File: src/rtl/bus_arb_mux.sv
// N-master round-robin bus arbiter with an optional hold limit, followed by a
// registered AND-OR multiplexer that puts the granted master's command on the bus.
module bus_arb_mux #(
   parameter int N_REQ    = 2,
   parameter int AW       = 8,
   parameter int DW       = 8,
   parameter int MAX_HOLD = 4
) (
   input  logic                clk,
   input  logic                reset,
   input  logic [N_REQ-1:0]    m_req,
   input  logic [N_REQ-1:0]    m_we,
   input  logic [N_REQ*AW-1:0] m_addr,
   input  logic [N_REQ*DW-1:0] m_wdata,
   output logic [N_REQ-1:0]    m_grant,
   output logic                s_sel,
   output logic                s_we,
   output logic [AW-1:0]       s_addr,
   output logic [DW-1:0]       s_wdata
);

   localparam int IW = $clog2(N_REQ);
   localparam int HW = $clog2(MAX_HOLD + 2);

   typedef enum logic {IDLE, GRANT} state_t;

   state_t             state_reg;
   logic [IW-1:0]      last_reg;
   logic [HW-1:0]      hold_cnt_reg;

   logic               rr_found;
   logic [IW-1:0]      rr_winner;
   logic [N_REQ-1:0]   rr_onehot;
   logic               owner_req;
   logic               others_req;
   logic               hold_expired;

   // Offsets are scanned from farthest to nearest so the nearest requester after
   // last_reg overwrites the rest; the owner itself sits at offset N_REQ (lowest priority).
   always_comb begin
      rr_found  = 1'b0;
      rr_winner = last_reg;
      for (int k = N_REQ; k >= 1; k--) begin
         if (m_req[(int'(last_reg) + k) % N_REQ]) begin
            rr_found  = 1'b1;
            rr_winner = IW'((int'(last_reg) + k) % N_REQ);
         end
      end
   end

   assign rr_onehot    = {{(N_REQ-1){1'b0}}, 1'b1} << rr_winner;
   assign owner_req    = m_req[last_reg];
   assign others_req   = |(m_req & ~m_grant);
   assign hold_expired = (MAX_HOLD != 0) && (hold_cnt_reg == HW'(MAX_HOLD));

   always_ff @(posedge clk) begin
      if (reset) begin
         state_reg    <= IDLE;
         m_grant      <= '0;
         last_reg     <= IW'(N_REQ - 1);
         hold_cnt_reg <= '0;
      end else begin
         case (state_reg)
            IDLE: begin
               if (|m_req) begin
                  m_grant      <= rr_onehot;
                  last_reg     <= rr_winner;
                  hold_cnt_reg <= HW'(1);
                  state_reg    <= GRANT;
               end
            end
            GRANT: begin
               if (!owner_req) begin
                  if (rr_found) begin
                     m_grant      <= rr_onehot;
                     last_reg     <= rr_winner;
                     hold_cnt_reg <= HW'(1);
                  end else begin
                     m_grant      <= '0;
                     hold_cnt_reg <= '0;
                     state_reg    <= IDLE;
                  end
               end else if (hold_expired && others_req) begin
                  // Owner is still at offset N_REQ, so rr_winner is another master here.
                  m_grant      <= rr_onehot;
                  last_reg     <= rr_winner;
                  hold_cnt_reg <= HW'(1);
               end else if (MAX_HOLD != 0 && !hold_expired) begin
                  hold_cnt_reg <= hold_cnt_reg + HW'(1);
               end
            end
            default: begin
               state_reg <= IDLE;
               m_grant   <= '0;
            end
         endcase
      end
   end

   logic [AW-1:0] addr_masked  [N_REQ];
   logic [DW-1:0] wdata_masked [N_REQ];
   logic [AW-1:0] addr_sel;
   logic [DW-1:0] wdata_sel;

   // Masking with the grant forces the bus fields to zero when nobody owns it.
   generate
      for (genvar gi = 0; gi < N_REQ; gi++) begin : g_mask
         assign addr_masked[gi]  = m_addr[gi*AW +: AW]  & {AW{m_grant[gi]}};
         assign wdata_masked[gi] = m_wdata[gi*DW +: DW] & {DW{m_grant[gi]}};
      end
   endgenerate

   always_comb begin
      addr_sel  = '0;
      wdata_sel = '0;
      for (int i = 0; i < N_REQ; i++) begin
         addr_sel  = addr_sel | addr_masked[i];
         wdata_sel = wdata_sel | wdata_masked[i];
      end
   end

   always_ff @(posedge clk) begin
      if (reset) begin
         s_sel   <= 1'b0;
         s_we    <= 1'b0;
         s_addr  <= '0;
         s_wdata <= '0;
      end else begin
         s_sel   <= |m_grant;
         s_we    <= |(m_grant & m_we);
         s_addr  <= addr_sel;
         s_wdata <= wdata_sel;
      end
   end

endmodule

File: config.mk
export PLATFORM = sky130hd
export DESIGN_NAME = bus_arb_mux
export DESIGN_NICKNAME = d
export VERILOG_FILES = /design/src/rtl/bus_arb_mux.sv
export SDC_FILE = /design/constraint.sdc
export NUM_CORES = 1
export LEC_CHECK = 0
export ABC_AREA = 0
export ABC_CLOCK_PERIOD_IN_PS = 1850
export BUFFER_PORTS_ARGS = -buffer_cell sky130_fd_sc_hd__buf_2
export CAP_MARGIN = 20
export CORE_ASPECT_RATIO = 1.4
export CORE_UTILIZATION = 30
export CTS_CLUSTER_SIZE = 10
export DETAILED_ROUTE_END_ITERATION = 16
export PLACE_DENSITY = 0.56
export SLEW_MARGIN = 15
export SYNTH_ARGS = -nofsm -noshare
export SYNTH_HDL_FRONTEND = slang
export SYNTH_SLANG_ARGS = --single-unit
File: constraint.sdc
create_clock -name clk -period 1.85 [get_ports clk]
set_clock_uncertainty 0.1 [all_clocks]
set_input_delay 0.2775 -clock clk [delete_from_list [all_inputs] [get_ports clk]]
set_output_delay 0.2775 -clock clk [all_outputs]
set_load 0.01 [all_outputs]
==> summary.txt, run 1 <==
Layout
  • Multi-input logic area: 454 µm²
  • # diodes: 0
  • Fillers: 339
  • Share of cells above drive strength 1: 40.4%
  • Area Growth Syn to Fin: 37.1%
  • Number of nets in the layout: 207
  • Register area: 500 µm²

Logic synthesis
  • Synth top cells by count: 25 x dfxtp_1, 21 x nor2_1, 17 x a22oi_1
  • Post-synth top area cell: dfxtp_1
  • Top-count cell post-synth: dfxtp_1
  • Post-synthesis cell area: 998 µm²
  • Share of flip-flops with an asynchronous set or reset: 0%
  • YS warnings: 0
  • Synth cell types: 26
  • Post-synth EDFFs: 0
  • Top-area cell type share of the netlist area: 50.1%
  • Syn nets: 149
  • Sequential-to-total area share from yosys stat: 50.1%
  • Synth Register Bits: 25
  • Synthesized area per cell: 9.16 µm²
  • Syn Inst Count: 109
  • Top area cells in the synthesized netlist: dfxtp_1 50%, a22oi_1 13%, nor2_1 7.9%
  • Synth Flop Type: dfxtp_1

Timing
  • Setup TNS: 0 ns
  • RSZ-0062 raised after global routing: no
  • Final Cycle Share: 81.1%
  • Endpoints failing hold: 0
  • Slew Viols, Final: 0
  • Max_slew headroom: 72.7%
  • Hold Slack: 0.144 ns
  • Fin crit period: 1.50 ns
  • Setup Viol. Count Final: 0
  • Maximum clock rate: 667 MHz
  • Tightest Pin Transition: 0.410 ns

Floorplan
  • IO Count: 58
  • Die height: 70.3 µm
  • # rows: 24
  • Core area: 3150 µm²
  • Die Width: 50.8 µm
  • Die area: 3570 µm²
  • Starting Density: 31.7%

Power
  • Seq pwr share: 53.9%
  • Pwr Density: 787 nW/µm²
  • Leak Pwr: 0.666 nW
  • Clk pwr share: 28.6%
  • Sw Pwr: 270 µW
  • Maximum VDD drop: 0.289 mV
  • Combinational Power Share: 17.5%
  • Sw frac: 25.1%
  • Pint: 807 µW

Detailed routing
  • DR vias: 995
  • Vias per cell: 4.85
  • Met1 WL: 1.02 mm
  • Routed wire length: 2.38 mm
  • Post-DR wirelength/cell: 11.6 µm
  • Pre-Repair DR Iteration Count: 4
  • Top sig layer: met4
  • Detail Route met3 WL: 120 µm
  • Starting DRT DRC Count: 28
  • Met2 wire len: 1.22 mm
  • DR DRC count: 0
  • Detail Route Antenna Nets: 0

Global routing
  • First-pass GRT wire length: 3.86 mm
  • Vias in the first global route: 947
  • Total grt overflow: 0
  • Initial antenna violation count: 0
  • GR Util All Layers: 14.1%
  • Largest net degree at the start of global routing: 23

CTS
  • Clock slew at reported path FFs: 0.08 ns
  • Clk sinks: 25
  • CTS Buf Count: 3
  • PostCTS Resize Cnt: 0
  • CTS max path bufs: 2
  • Worst-Skew Late Latency: 0.26 ns
  • Setup Buffers After CTS: 0
  • Root buffer cell: clkbuf_8
  • Cts hold-fix bufs: 0
  • CTS tree: yes
  • H-tree Lvls: 1

Run
  • Max cap viols: 0

Critical path
  • Setup CP Type: flip-flop to flip-flop
  • Req. time, crit path: 1.94 ns
  • CP Capture Type: flip-flop
  • Top fanout value on the critical path: 4
  • Critical Path AT: 1.59 ns
  • Setup crit start kind: flip-flop

Place
  • GP Congestion: 0.787
  • PortBufs: 57
  • Post-DP HPWL: 1.78 mm

Hold path
  • Hold Crit Class: primary input to flip-flop

Outcome
  • Status: finished clean
[area by class of cell]
class,instances,area share (%)
tap,39,3.56
clock inverter,1,0.366
sequential,25,36.6
clock buffer,3,3.02
inverter,5,1.37
multi-input combinational,73,33.2
timing repair buffer,59,21.9
[worst max-delay path, stage by stage (launching register included)]
cell and delay, ns:
dfxtp_1 0.38, inv_1 0.07, ha_1 0.21, nand2_1 0.11, nor3_1 0.06, a21oi_1 0.29, mux2i_1 0.21
[final timing paths]
| path | start | end | slack [ns] | depth (start not counted) |
|---|---|---|---|---|
| worst max-delay path | hold_cnt_reg[0] | hold_cnt_reg[1] | 0.35 | 6 |
| worst min-delay path | m_addr[12] | s_addr[4] | 0.14 | 3 |
| worst max register to register | hold_cnt_reg[0] | hold_cnt_reg[1] | 0.35 | 6 |
| worst min register to register | hold_cnt_reg[1] | hold_cnt_reg[1] | 0.38 | 2 |
[power by group through the flow]
stage / Clock [mW] / Sequential [mW] / Combinational [mW]
finish: 0.308 / 0.581 / 0.188
global route: 0.344 / 0.585 / 0.209
CTS: 0.324 / 0.581 / 0.191
detailed placement: 0 / 0.594 / 0.191
global placement: 0 / 0.592 / 0.186
floorplan: 0 / 0.606 / 0.0905
[per-layer routing]
layer  global-route usage (%)  vias to the layer above
li1                         -                      498
met1                     15.9                      457
met2                     25.3                       38
met3                     1.96                        2
met4                     6.17                        0
met5                        0                        -
[cell usage in the layout (no fill, tap or decap), types with 3 or more instances in the layout]
cell      instances
buf_2            57
dfxtp_1          25
nor2_1           21
a22oi_1          17
nand2_1           6
inv_1             5
a21oi_1           5
clkbuf_8          3
[cells by family after synthesis]
logic type,synth area share (%)
AND/OR/NAND/NOR,18.5
AO/OA/AOI/OAI,22.4
flip-flops,50.1
buffers and inverters,4.39
multiplexers,2.01
adder cells (fa/ha/maj),2.51
[through the flow]
step	utilization, %	area, µm²	total power [mW]	std cells	setup WS [ns]
after floorplan	-	998	0.697	109	0.493
after global placement	41.9	1320	0.779	201	0.445
after detailed placement	41.9	1320	0.784	201	0.379
after CTS	43.4	1370	1.10	205	0.354
after global routing	43.4	1370	1.14	205	0.234
final	43.4	1370	1.08	205	0.350
No activity file was read; power rests on OpenSTA's default activity.
==> run 2, diff against run 1 <==
--- a/config.mk
+++ b/config.mk
@@ -6,7 +6,7 @@
 export NUM_CORES = 1
 export LEC_CHECK = 0
 export ABC_AREA = 0
-export ABC_CLOCK_PERIOD_IN_PS = 1850
+export ABC_CLOCK_PERIOD_IN_PS = 1400
 export BUFFER_PORTS_ARGS = -buffer_cell sky130_fd_sc_hd__buf_2
 export CAP_MARGIN = 20
 export CORE_ASPECT_RATIO = 1.4
==> constraint.sdc (replaced) <==
create_clock -name clk -period 1.4 [get_ports clk]
set_clock_uncertainty 0.1 [all_clocks]
set_input_delay 0.21 -clock clk [delete_from_list [all_inputs] [get_ports clk]]
set_output_delay 0.21 -clock clk [all_outputs]
set_load 0.01 [all_outputs]
==> run 2 against run 1 <==
  * Sequential share of layout area down 1.5 points
  * Sequential power rose by 32%
  * Final area up 4.9%
  * First-iteration DRC count decreased by 29%
  * Critical path depth down 2
  * Count of clock-buffer cells in the layout did not move
  * Register-to-register slack worse by 0.30 ns
  * Cell count up 1.5%
  * Utilization grew 2.1 points
  * Worst setup slack worse by 0.30 ns
  * Critical path type unchanged
  * Clock power grew 32%
==> summary.txt, run 2 (same netlist as run 1, synthesis figures left out) <==
Layout
  • Commonest non-fill, non-tap cell in the layout: buf_2
  • Most frequent cells in the layout: 57 x buf_2, 23 x dfxtp_1, 21 x nor2_1, 17 x a22oi_1
  • Final Util: 45.6% (+2.1 points)
  • Number of nets in the layout: 210 (+1.4%)
  • Fillers: 317 (-6.5%)
  • Layout Cells excl Fill: 208 (+1.5%)
  • Post-route cell area: 1440 µm² (+4.9%)
  • Area Growth Syn to Fin: 43.9%
  • # diodes: 0 (unchanged)
  • Share of cells above drive strength 1: 47.9% (+7.6 points)

Power
  • Power, Total: 1.45 mW (+34%)
  • Clk pwr share: 28.1% (-0.5 points)
  • Maximum VDD drop: 0.574 mV (+99%)
  • Sw frac: 25.3% (+0.19 points)
  • Seq pwr share: 53.0% (-0.9 points)
  • Pwr Density: 1010 nW/µm² (+28%)
  • Leak Pwr: 0.697 nW (+4.6%)
  • Pint: 1.08 mW (+34%)
  • Combinational Power Share: 18.9% (+1.4 points)
  • Sw Pwr: 366 µW (+35%)

Timing
  • Max_slew headroom: 69.9% (-2.8 points)
  • RSZ-0062 raised after global routing: yes
  • Fin crit period: 1.35 ns (-0.154 ns)
  • Final WS setup: 0.0543 ns (-0.296 ns)
  • Hold Slack: 0.0788 ns (-0.0649 ns)
  • Setup TNS: 0 ns (unchanged)
  • Final Cycle Share: 96.1% (+15 points)
  • Endpoints failing hold: 0 (unchanged)
  • Setup Viol. Count Final: 0 (unchanged)
  • Slew Viols, Final: 0 (unchanged)
  • Maximum clock rate: 743 MHz (+11%)
  • Tightest Pin Transition: 0.449 ns (+0.0390 ns)

Global routing
  • First-pass GRT wire length: 3.92 mm (+1.6%)
  • Vias in the first global route: 953 (+0.63%)
  • Initial antenna violation count: 0 (unchanged)
  • GR Util All Layers: 14.0% (-0.037 points)
  • Largest net degree at the start of global routing: 22 (-4.3%)
  • Total grt overflow: 0 (unchanged)

Detailed routing
  • Vias per cell: 4.79 (-1.3%)
  • Pre-Repair DR Iteration Count: 4 (unchanged)
  • Detail Route Antenna Nets: 0 (unchanged)
  • DR vias: 996 (+0.10%)
  • DR DRC count: 0 (unchanged)
  • Starting DRT DRC Count: 20 (-29%)
  • Routed wire length: 2.45 mm (+2.9%)
  • Post-DR wirelength/cell: 11.8 µm (+1.4%)

CTS
  • Root buffer cell: clkbuf_8
  • CTS Buf Count: 3 (unchanged)
  • H-tree Lvls: 1 (unchanged)
  • Worst-Skew Late Latency: 0.26 ns (about the same)
  • Clk sinks: 25 (unchanged)
  • Clock slew at reported path FFs: 0.08 ns (about the same)
  • CTS max path bufs: 2 (unchanged)
  • Cts hold-fix bufs: 0 (unchanged)
  • CTS tree: yes

Critical path
  • FF-to-FF setup slack: 0.05 ns (-0.30 ns)
  • Setup CP Type: flip-flop to flip-flop
  • R2R Path End: hold_cnt_reg[2]
  • R2R cell count: 4 (-2)
  • Top fanout value on the critical path: 5 (+1)
  • Worst reg2reg startpoint: last_reg
  • CP Capture Type: flip-flop
  • Setup crit start kind: flip-flop
  • Critical Path AT: 1.42 ns (-0.17 ns)
  • Req. time, crit path: 1.47 ns (-0.47 ns)

Place
  • PortBufs: 57 (unchanged)
  • Area post-placement: 1340 µm² (+1.1%)
  • Cells after DPL: 203 (+1.0%)
  • GP Congestion: 0.755 (-4.1%)
  • Pre-CTS WS: -0.0522 ns (-0.431 ns)
  • Post-DP HPWL: 1.82 mm (+2.1%)

Outcome
  • Status: finished clean

Floorplan
  • Core area: 3150 µm² (unchanged)
  • # rows: 24 (unchanged)
  • Die area: 3570 µm² (unchanged)
  • Die height: 70.3 µm (unchanged)
  • IO Count: 58 (unchanged)
  • Starting Density: 31.7% (unchanged)
  • Die Width: 50.8 µm (unchanged)

Run
  • Max cap viols: 0 (unchanged)

Hold path
  • Hold path depth: 3 (unchanged)
  • Min-delay src: m_wdata[9]
  • Hold EP: s_wdata[1]
  • Hold Crit Class: primary input to flip-flop
## run 2: cell types whose count changed in the layout (fill, tap and decap cells not counted), sizes merged
cell | before | now
buf | 59 | 62
## run 2: power groups by stage
| stage | combinational (mW) | sequential [mW] | clock, mW |
|---|---|---|---|
| finish | 0.273 | 0.767 | 0.407 |
| global placement | 0.252 | 0.781 | 0 |
| global route | 0.301 | 0.772 | 0.455 |
| detailed placement | 0.259 | 0.782 | 0 |
| CTS | 0.269 | 0.767 | 0.422 |
| floorplan | 0.120 | 0.801 | 0 |
## run 2: critical path: stages, from the launching register on
cell,delay (ns)
dfxtp_1,0.40
mux2i_1,0.11
nor2b_2,0.25
a21oi_2,0.13
a311oi_1,0.27
## run 2: layer usage
| layer | global-route usage [%] | wire, µm | vias to the layer above | share of wire (%) |
|---|---|---|---|---|
| li1 | - | - | 503 | - |
| met3 | 2.40 | 136 | 2 | 5.6 |
| met5 | 0 | 0 | - | 0 |
| met2 | 25.6 | 1260 | 35 | 51 |
| met4 | 4.32 | 12 | 0 | 0.49 |
| met1 | 16.1 | 1040 | 456 | 43 |
## run 2: layout make-up
type / count / area [µm²] / area share, %
Timing Repair Buffer: 62 / 323 / 22.5
Sequential cell: 25 / 503 / 35.0
Clock buffer: 3 / 41.3 / 2.87
Clock inverter: 1 / 5.00 / 0.348
Multi-Input combinational cell: 73 / 497 / 34.6
Tap cell: 39 / 48.8 / 3.40
Inverter: 5 / 18.8 / 1.31
## run 2: worst max-delay path by stage
stage               startpoint               to  slack [ns]
5_1_grt        hold_cnt_reg[1]         last_reg      -0.003
3_3_place_gp   hold_cnt_reg[0]       m_grant[1]        0.04
4_1_cts        hold_cnt_reg[1]         last_reg        0.01
3_5_place_dp   hold_cnt_reg[0]       m_grant[1]       -0.05
2_1_floorplan  hold_cnt_reg[0]         last_reg        0.04
6_report              last_reg  hold_cnt_reg[2]        0.05
## run 2: timing repair
action / CTS / global route
gates cloned: 0 / 0
resized for setup: 9 / 4
buffers inserted: 1 / 0
pin swaps: 2 / 2
endpoints found under the setup margin: 5 / 4
